<file path="src/rtl/ex_div_sequencer_pkg.sv">
// Shared types and constants for the EX-stage multi-cycle divider.
// Holds the ALU opcode space, the divider FSM encoding and op-class helpers.
package ex_div_sequencer_pkg;

  typedef logic [31:0] DType;

  typedef enum logic [4:0] {
    ALU_ADD   = 5'd0,
    ALU_SUB   = 5'd1,
    ALU_AND   = 5'd2,
    ALU_OR    = 5'd3,
    ALU_XOR   = 5'd4,
    ALU_SLL   = 5'd5,
    ALU_SRL   = 5'd6,
    ALU_SRA   = 5'd7,
    ALU_SLT   = 5'd8,
    ALU_SLTU  = 5'd9,
    ALU_LUI   = 5'd10,
    ALU_MUL   = 5'd11,
    ALU_MULH  = 5'd12,
    ALU_MULHU = 5'd13,
    ALU_DIV   = 5'd14,
    ALU_MOD   = 5'd15,
    ALU_DIVU  = 5'd16,
    ALU_MODU  = 5'd17
  } AluCtrl;

  typedef enum logic [2:0] {
    DIV_IDLE = 3'd0,
    DIV_PREP = 3'd1,
    DIV_ITER = 3'd2,
    DIV_FIX  = 3'd3,
    DIV_DONE = 3'd4
  } DivState;

  typedef union packed {
    DivState    state;
    logic [2:0] bits;
  } DivStateBit;

  parameter int   DIV_ITERS    = 32;
  parameter DType DIV_ZERO_QUO = 32'hFFFF_FFFF;
  localparam int  CNT_W        = $clog2(DIV_ITERS);

  function automatic logic isDivOp(input logic [4:0] op);
    return (op inside {ALU_DIV, ALU_MOD, ALU_DIVU, ALU_MODU});
  endfunction

  function automatic logic isSignedOp(input logic [4:0] op);
    return (op inside {ALU_DIV, ALU_MOD});
  endfunction

  function automatic logic isModOp(input logic [4:0] op);
    return (op inside {ALU_MOD, ALU_MODU});
  endfunction

  // Two's-complement negate when neg is set; maps 0x80000000 onto itself,
  // which is exactly the 2^31 magnitude the unsigned datapath needs.
  function automatic DType negIf(input DType x, input logic neg);
    return neg ? DType'(-x) : x;
  endfunction

endpackage

</file>
<file path="src/rtl/ex_div_sequencer_if.sv">
// EX-stage <-> divider bundle: request side driven by the pipeline,
// stall/done/result returned by the divider.
interface ex_div_sequencer_if;
  import ex_div_sequencer_pkg::*;

  logic       start;
  logic [4:0] op;
  DType       src1;
  DType       src2;
  logic       flush;
  logic       stall;
  logic       done;
  DType       result;

  modport master (
    output start, op, src1, src2, flush,
    input  stall, done, result
  );

  modport slave (
    input  start, op, src1, src2, flush,
    output stall, done, result
  );

endinterface

</file>
<file path="src/rtl/ex_div_sequencer_div_step.sv">
// One radix-2 restoring division step on unsigned magnitudes.
module ex_div_sequencer_div_step
  import ex_div_sequencer_pkg::*;
(
  input  DType rem_i,
  input  DType quo_i,
  input  DType divisor_i,
  output DType rem_o,
  output DType quo_o
);

  logic [32:0] shifted;
  logic        fits;

  // The shifted remainder can reach 33 bits; once it fits under the divisor
  // the difference is below 2^32, so the 32-bit subtract is exact.
  always_comb begin
    shifted = {rem_i, quo_i[31]};
    fits    = (shifted >= {1'b0, divisor_i});
    rem_o   = fits ? (shifted[31:0] - divisor_i) : shifted[31:0];
    quo_o   = {quo_i[30:0], fits};
  end

endmodule

</file>
<file path="src/rtl/ex_div_sequencer.sv">
// Multi-cycle divide/modulo sequencer for EX: stalls the front end while a
// 32-step restoring division runs, then presents a one-cycle result.
module ex_div_sequencer
  import ex_div_sequencer_pkg::*;
(
  input  logic               aclk,
  input  logic               aresetn,
  ex_div_sequencer_if.slave  bus
);

  DivState          state_q, state_d;
  logic [4:0]       op_q, op_d;
  DType             src1_q, src1_d;
  DType             src2_q, src2_d;
  DType             rem_q, rem_d;
  DType             quo_q, quo_d;
  DType             divisor_q, divisor_d;
  DType             result_q, result_d;
  logic             sign1_q, sign1_d;
  logic             sign2_q, sign2_d;
  logic [CNT_W-1:0] cnt_q, cnt_d;

  logic startEff;
  logic prepSign1;
  logic prepSign2;
  DType stepRem;
  DType stepQuo;

  assign startEff  = bus.start & isDivOp(bus.op) & ~bus.flush;
  assign prepSign1 = isSignedOp(op_q) & src1_q[31];
  assign prepSign2 = isSignedOp(op_q) & src2_q[31];

  ex_div_sequencer_div_step u_step (
    .rem_i     (rem_q),
    .quo_i     (quo_q),
    .divisor_i (divisor_q),
    .rem_o     (stepRem),
    .quo_o     (stepQuo)
  );

  always_comb begin
    state_d   = state_q;
    op_d      = op_q;
    src1_d    = src1_q;
    src2_d    = src2_q;
    rem_d     = rem_q;
    quo_d     = quo_q;
    divisor_d = divisor_q;
    result_d  = result_q;
    sign1_d   = sign1_q;
    sign2_d   = sign2_q;
    cnt_d     = cnt_q;

    unique case (state_q)
      DIV_IDLE: begin
        if (startEff) begin
          op_d    = bus.op;
          src1_d  = bus.src1;
          src2_d  = bus.src2;
          state_d = DIV_PREP;
        end
      end
      DIV_PREP: begin
        sign1_d   = prepSign1;
        sign2_d   = prepSign2;
        quo_d     = negIf(src1_q, prepSign1);
        rem_d     = '0;
        divisor_d = negIf(src2_q, prepSign2);
        cnt_d     = CNT_W'(DIV_ITERS - 1);
        // A zero divisor bypasses the iterations with the architected result.
        if (src2_q == '0) begin
          result_d = isModOp(op_q) ? src1_q : DIV_ZERO_QUO;
          state_d  = DIV_DONE;
        end else begin
          state_d  = DIV_ITER;
        end
      end
      DIV_ITER: begin
        rem_d = stepRem;
        quo_d = stepQuo;
        cnt_d = cnt_q - 1'b1;
        if (cnt_q == '0) begin
          state_d = DIV_FIX;
        end
      end
      DIV_FIX: begin
        result_d = isModOp(op_q) ? negIf(rem_q, sign1_q)
                                 : negIf(quo_q, sign1_q ^ sign2_q);
        state_d  = DIV_DONE;
      end
      DIV_DONE: begin
        state_d = DIV_IDLE;
      end
      default: begin
        state_d = DIV_IDLE;
      end
    endcase

    if (bus.flush) begin
      state_d = DIV_IDLE;
    end
  end

  always_ff @(posedge aclk) begin
    if (!aresetn) begin
      state_q   <= DIV_IDLE;
      op_q      <= '0;
      src1_q    <= '0;
      src2_q    <= '0;
      rem_q     <= '0;
      quo_q     <= '0;
      divisor_q <= '0;
      result_q  <= '0;
      sign1_q   <= 1'b0;
      sign2_q   <= 1'b0;
      cnt_q     <= '0;
    end else begin
      state_q   <= state_d;
      op_q      <= op_d;
      src1_q    <= src1_d;
      src2_q    <= src2_d;
      rem_q     <= rem_d;
      quo_q     <= quo_d;
      divisor_q <= divisor_d;
      result_q  <= result_d;
      sign1_q   <= sign1_d;
      sign2_q   <= sign2_d;
      cnt_q     <= cnt_d;
    end
  end

  // Outputs are forced quiet while reset is held, since the reset is only
  // seen by the state register at the next edge.
  always_comb begin
    bus.stall  = aresetn & ~bus.flush &
                 (((state_q == DIV_IDLE) & startEff) |
                  (state_q inside {DIV_PREP, DIV_ITER, DIV_FIX}));
    bus.done   = aresetn & ~bus.flush & (state_q == DIV_DONE);
    bus.result = (aresetn && state_q == DIV_DONE) ? result_q : '0;
  end

endmodule

</file>
<file path="src/flat_wrapper.sv">
// flat-port wrapper written by rule: the top's interface ports become plain ports
module ex_div_sequencer_flat import ex_div_sequencer_pkg::*;
  (aclk, aresetn, bus_start, bus_op, bus_src1, bus_src2, bus_flush, bus_stall, bus_done, bus_result);
  ex_div_sequencer_if bus_i ();
  input  logic aclk;
  input  logic aresetn;
  input wire logic [$bits(bus_i.start)-1:0] bus_start;
  input wire logic [$bits(bus_i.op)-1:0] bus_op;
  input wire logic [$bits(bus_i.src1)-1:0] bus_src1;
  input wire logic [$bits(bus_i.src2)-1:0] bus_src2;
  input wire logic [$bits(bus_i.flush)-1:0] bus_flush;
  output wire logic [$bits(bus_i.stall)-1:0] bus_stall;
  output wire logic [$bits(bus_i.done)-1:0] bus_done;
  output wire logic [$bits(bus_i.result)-1:0] bus_result;
  assign bus_i.start = bus_start;
  assign bus_i.op = bus_op;
  assign bus_i.src1 = bus_src1;
  assign bus_i.src2 = bus_src2;
  assign bus_i.flush = bus_flush;
  assign bus_stall = bus_i.stall;
  assign bus_done = bus_i.done;
  assign bus_result = bus_i.result;
  ex_div_sequencer u_core (.aclk(aclk), .aresetn(aresetn), .bus(bus_i));
endmodule
</file>
<file path="config.mk">
export PLATFORM = sky130hd
export DESIGN_NAME = ex_div_sequencer_flat
export DESIGN_NICKNAME = d
export VERILOG_FILES = /design/src/rtl/ex_div_sequencer_pkg.sv /design/src/rtl/ex_div_sequencer_if.sv /design/src/rtl/ex_div_sequencer_div_step.sv /design/src/rtl/ex_div_sequencer.sv /design/src/flat_wrapper.sv
export SDC_FILE = /design/constraint.sdc
export NUM_CORES = 1
export LEC_CHECK = 0
export BUFFER_PORTS_ARGS = -buffer_cell sky130_fd_sc_hd__buf_4
export CAP_MARGIN = 40
export CORE_MARGIN = 2
export CORE_UTILIZATION = 59
export CTS_CLUSTER_SIZE = 40
export DETAILED_ROUTE_END_ITERATION = 10
export PLACE_DENSITY = 0.79
export SLEW_MARGIN = 5
export SYNTH_ARGS = -nofsm -noshare
export SYNTH_HDL_FRONTEND = slang
export SYNTH_HIERARCHICAL = 1
export SYNTH_SLANG_ARGS = --single-unit
</file>
<file path="constraint.sdc">
create_clock -name aclk -period 5.2 [get_ports aclk]
set_clock_uncertainty 0.1 [all_clocks]
set_input_delay 0.52 -clock aclk [delete_from_list [all_inputs] [get_ports aclk]]
set_output_delay 0.52 -clock aclk [all_outputs]
set_load 0.02 [all_outputs]
</file>
==> results.md <==
* Run status: complete, no violations
* Top cells by area, synth: sky130_fd_sc_hd__dfxtp_1, sky130_fd_sc_hd__a21oi_1, sky130_fd_sc_hd__nand2_1
* Seq/Total Area, Yosys at 0.3075
* Total negative setup slack at 0 ns
* Drt drc at 0
* Half-perimeter wire length of the detailed placement result at 27.93 mm
* Total of max-cap violations at 0
* Largest fanout on the critical path at 29
* Leak pwr at 0.005761 uW
* Area growth syn-to-layout at 10.32%
* GR Util met3 at 0.07939
* Clock tree from TritonCTS: done
* Fraction of registers with async set/reset at 0
* Die span in y at 155.1 microns
* Number of distinct library cell variants in the gate-level netlist after synthesis at 84
* Number of endpoints with negative hold slack in the final report at 0
* Number of top-level design ports at 107
* Total clock buffers created by CTS at 23
* Deepest level of the CTS H-tree at 1
* Largest net degree at the start of global routing at 80
* Routing usage on met2 at 0.4533
* DIE AREA at 0.02407 sq mm
* Share of the synthesized area in the top cell type at 0.3075
* Core region area at 0.02250 sq mm
* Standard-cell rows at 55
* Final Cycle Share at 0.7152
* Total GRT Usage at 0.3129
* Setup violations, final at 0
* Capturing element type of the critical path: flip-flop
* First-iteration detailed-routing DRC count at 1,377
* Worst slack on hold paths at 0.1414 ns
* Reg2reg setup slack at 1.48 ns
* Routability congestion estimate from global placement at 0.9340
* Worst Tran Pin Value at 0.9734 ns
* Leading area contributor after synthesis: sky130_fd_sc_hd__dfxtp_1
* Endpoint required time on the critical path at 5.48 ns
* Via count normalized by instance count at 6.296
* Post-placement cell count at 1,987
* Worst max-slew margin expressed relative to the limit at 0.3451
* Number of warning messages in the yosys log at 6
* Diode count at 0
* Post-placement cell area at 0.01406 sq mm
* Avg Inst Size Synth at 7.791 sq um
* Vias after detailed routing at 12,780
* TritonCTS Sinks at 207
* Root buffer selected by CTS: sky130_fd_sc_hd__clkbuf_16
* IO buf count at 106
* Most common flop cell mapped by yosys: sky130_fd_sc_hd__dfxtp_1
* Hold/Removal Path Class: in2reg
* Effective utilization at floorplan at 0.5989
* Crit path kind: reg2reg
* Setup Buffers After CTS at 0
* Clock insertion delay at the later pin of the skew report at 0.52 ns
* Non-filler instance count after layout at 2,029
* Number of nets produced by synthesis at 1,842
* Post-synthesis register bit count at 207
* Power density relative to cell area at 246.8 mW/mm^2
* Layout Cell Area excl Fill at 0.01487 sq mm
* Post-layout minimum cycle time at 3.719 ns
* Met1 Use GR at 0.4491
* Die extent in x at 155.1 microns
* IR drop worst, VDD at 0.2224 mV
* Clock buffer depth at 3
* Total wire length at 38.42 mm
* Nets@finish at 1,839
* Number of standard cells after synthesis at 1,730
* Final Max Tran Viols at 0
* Initial antenna violation count at 0
* Number of detailed-routing iterations run before antenna repair at 7
* Fraction of final layout cells sized beyond drive strength 1 at 0.1330
* Wire length of the first global-routing pass at 61.39 mm
* Count of flip-flops with a built-in enable after synthesis at 0
* CTS resizes at 0
* Clk slew on worst S/H paths at 0.06 ns
* Layer carrying the most global-route usage: met2
* Via count of the first global-routing pass at 11,690
* Summed instance area of the synthesized netlist at 0.01348 sq mm
* Data arrival time at the worst-slack endpoint at 4.00 ns
* Per-cell routed wire length at 18.93 microns
* Number of nets still failing antenna checks after routing at 0
* Critical Path Start Type: flip-flop
* Filler instances at 1,931
* Global route total overflow at 0
* Hold buffers post-CTS at 0
* Unrepaired setup endpoints after global routing: false
* Max Clk Rate at 0.2689 GHz
## Yosys cell counts, types with 5 or more instances
library cell and number:
sky130_fd_sc_hd__a211oi_1 20, sky130_fd_sc_hd__a21o_1 10, sky130_fd_sc_hd__a21oi_1 176, sky130_fd_sc_hd__a22oi_1 64, sky130_fd_sc_hd__a31oi_1 30, sky130_fd_sc_hd__a32o_1 7
sky130_fd_sc_hd__and2_1 40, sky130_fd_sc_hd__and3_1 5, sky130_fd_sc_hd__buf_1 5, sky130_fd_sc_hd__buf_2 7, sky130_fd_sc_hd__buf_4 35, sky130_fd_sc_hd__clkbuf_1 99
sky130_fd_sc_hd__dfxtp_1 207, sky130_fd_sc_hd__ha_1 38, sky130_fd_sc_hd__inv_1 62, sky130_fd_sc_hd__mux2_2 20, sky130_fd_sc_hd__mux2_4 9, sky130_fd_sc_hd__mux2i_1 6
sky130_fd_sc_hd__nand2_1 229, sky130_fd_sc_hd__nand2b_1 7, sky130_fd_sc_hd__nand3_1 20, sky130_fd_sc_hd__nand4_1 17, sky130_fd_sc_hd__nor2_1 136, sky130_fd_sc_hd__nor2b_1 10
sky130_fd_sc_hd__nor3_1 38, sky130_fd_sc_hd__nor3b_1 6, sky130_fd_sc_hd__nor4_1 20, sky130_fd_sc_hd__o211ai_1 11, sky130_fd_sc_hd__o21a_1 6, sky130_fd_sc_hd__o21ai_0 67
sky130_fd_sc_hd__o221ai_1 9, sky130_fd_sc_hd__o22ai_1 20, sky130_fd_sc_hd__o2bb2ai_1 14, sky130_fd_sc_hd__o31ai_1 21, sky130_fd_sc_hd__o41ai_1 11, sky130_fd_sc_hd__or3_1 14
sky130_fd_sc_hd__or4_1 12, sky130_fd_sc_hd__xnor2_1 73, sky130_fd_sc_hd__xor2_1 64
## sequential cells by signal (all words and copies together) (netlist names)
| register | cells |
|---|---|
| u_core/cnt_q | 5 |
| u_core/state_q | 3 |
| u_core/divisor_q | 32 |
| u_core/op_q | 5 |
| u_core/quo_q | 32 |
| u_core/src1_q | 32 |
| u_core/sign1_q | 1 |
| u_core/result_q | 32 |
| u_core/sign2_q | 1 |
| u_core/src2_q | 32 |
| u_core/rem_q | 32 |
## metal layers
| metal | routed length [microns] | vias to the layer above | share of wire |
|---|---|---|---|
| met4 | 1214 | 0 | 0.032 |
| met2 | 15900 | 601 | 0.41 |
| met1 | 17180 | 5933 | 0.45 |
| met5 | 0 | - | 0 |
| li1 | - | 6167 | - |
| met3 | 4126 | 74 | 0.11 |
## cells by family (layout without fill, tap and decap cells)
family | after synthesis | after routing | share of synthesized area
compound gates | 512 | 512 | 0.2474
xor+xnor | 137 | 137 | 0.08903
simple gates | 587 | 587 | 0.2156
buf+inv | 213 | 227 | 0.07259
mux | 35 | 35 | 0.03119
fa+ha+maj | 39 | 39 | 0.03676
flops | 207 | 207 | 0.3075
## cells in the final DEF (no fill, tap or decap), drive strengths merged, types with 25 or more instances in the layout
cell,instances
nand2,229
dfxtp,207
a21oi,177
nor2,138
buf,122
xnor2,73
o21ai,69
a22oi,64
xor2,64
inv,64
and2,40
nor3,40
ha,38
a31oi,31
clkbuf,31
mux2,29
nor4,25
## layout make-up
class | count | area (sq um) | area share
Sequential cell | 207 | 4144 | 0.2787
Inverter | 63 | 239.0 | 0.01607
Timing Repair Buffer | 122 | 937.1 | 0.06303
Multi-Input combinational cell | 1310 | 8379 | 0.5635
Tap cell | 285 | 356.6 | 0.02398
Clock inverter | 11 | 167.7 | 0.01128
Clock buffer | 31 | 645.6 | 0.04342
## report_power, final
| part | switching (uW) | internal, uW |
|---|---|---|
| clock | 677 | 1070 |
| combinational | 161 | 145 |
| sequential | 17.2 | 1600 |
## critical path, cell delays in order, from the launching register on
cell                       delay (ns)
sky130_fd_sc_hd__dfxtp_1         0.39
sky130_fd_sc_hd__ha_1            0.44
sky130_fd_sc_hd__nand4_1         0.20
sky130_fd_sc_hd__nor3_1          0.34
sky130_fd_sc_hd__o211ai_1        0.18
sky130_fd_sc_hd__nor4b_4         0.18
sky130_fd_sc_hd__o21ai_2         0.17
sky130_fd_sc_hd__a31oi_4         0.12
sky130_fd_sc_hd__o21a_4          0.26
sky130_fd_sc_hd__inv_2           0.53
sky130_fd_sc_hd__mux2_2          0.41
sky130_fd_sc_hd__a22oi_1         0.18
sky130_fd_sc_hd__nor2_1          0.06
## worst paths after layout
| check | startpoint | endpoint | depth (start not counted) |
|---|---|---|---|
| worst min register to register | u_core/result_q[0]$_SDFFE_PN0P_ | u_core/result_q[0]$_SDFFE_PN0P_ | 2 |
| worst max-delay path | u_core/rem_q[8]$_SDFFE_PN0P_ | u_core/rem_q[11]$_SDFFE_PN0P_ | 12 |
| worst min-delay path | bus_src1[3] | u_core/src1_q[3]$_SDFFE_PN0P_ | 3 |
| worst max register to register | u_core/rem_q[8]$_SDFFE_PN0P_ | u_core/rem_q[11]$_SDFFE_PN0P_ | 12 |
## per-stage QoR
step	util	total power [uW]	setup slack [ns]
after CTS	0.6608	3679	1.501
final	0.6608	3670	1.481
after floorplan	-	1862	2.032
after detailed placement	0.6246	1949	1.509
after global placement	0.6224	1942	1.675
after global routing	0.6608	3779	1.155
Power figures use the tool's default switching activity.
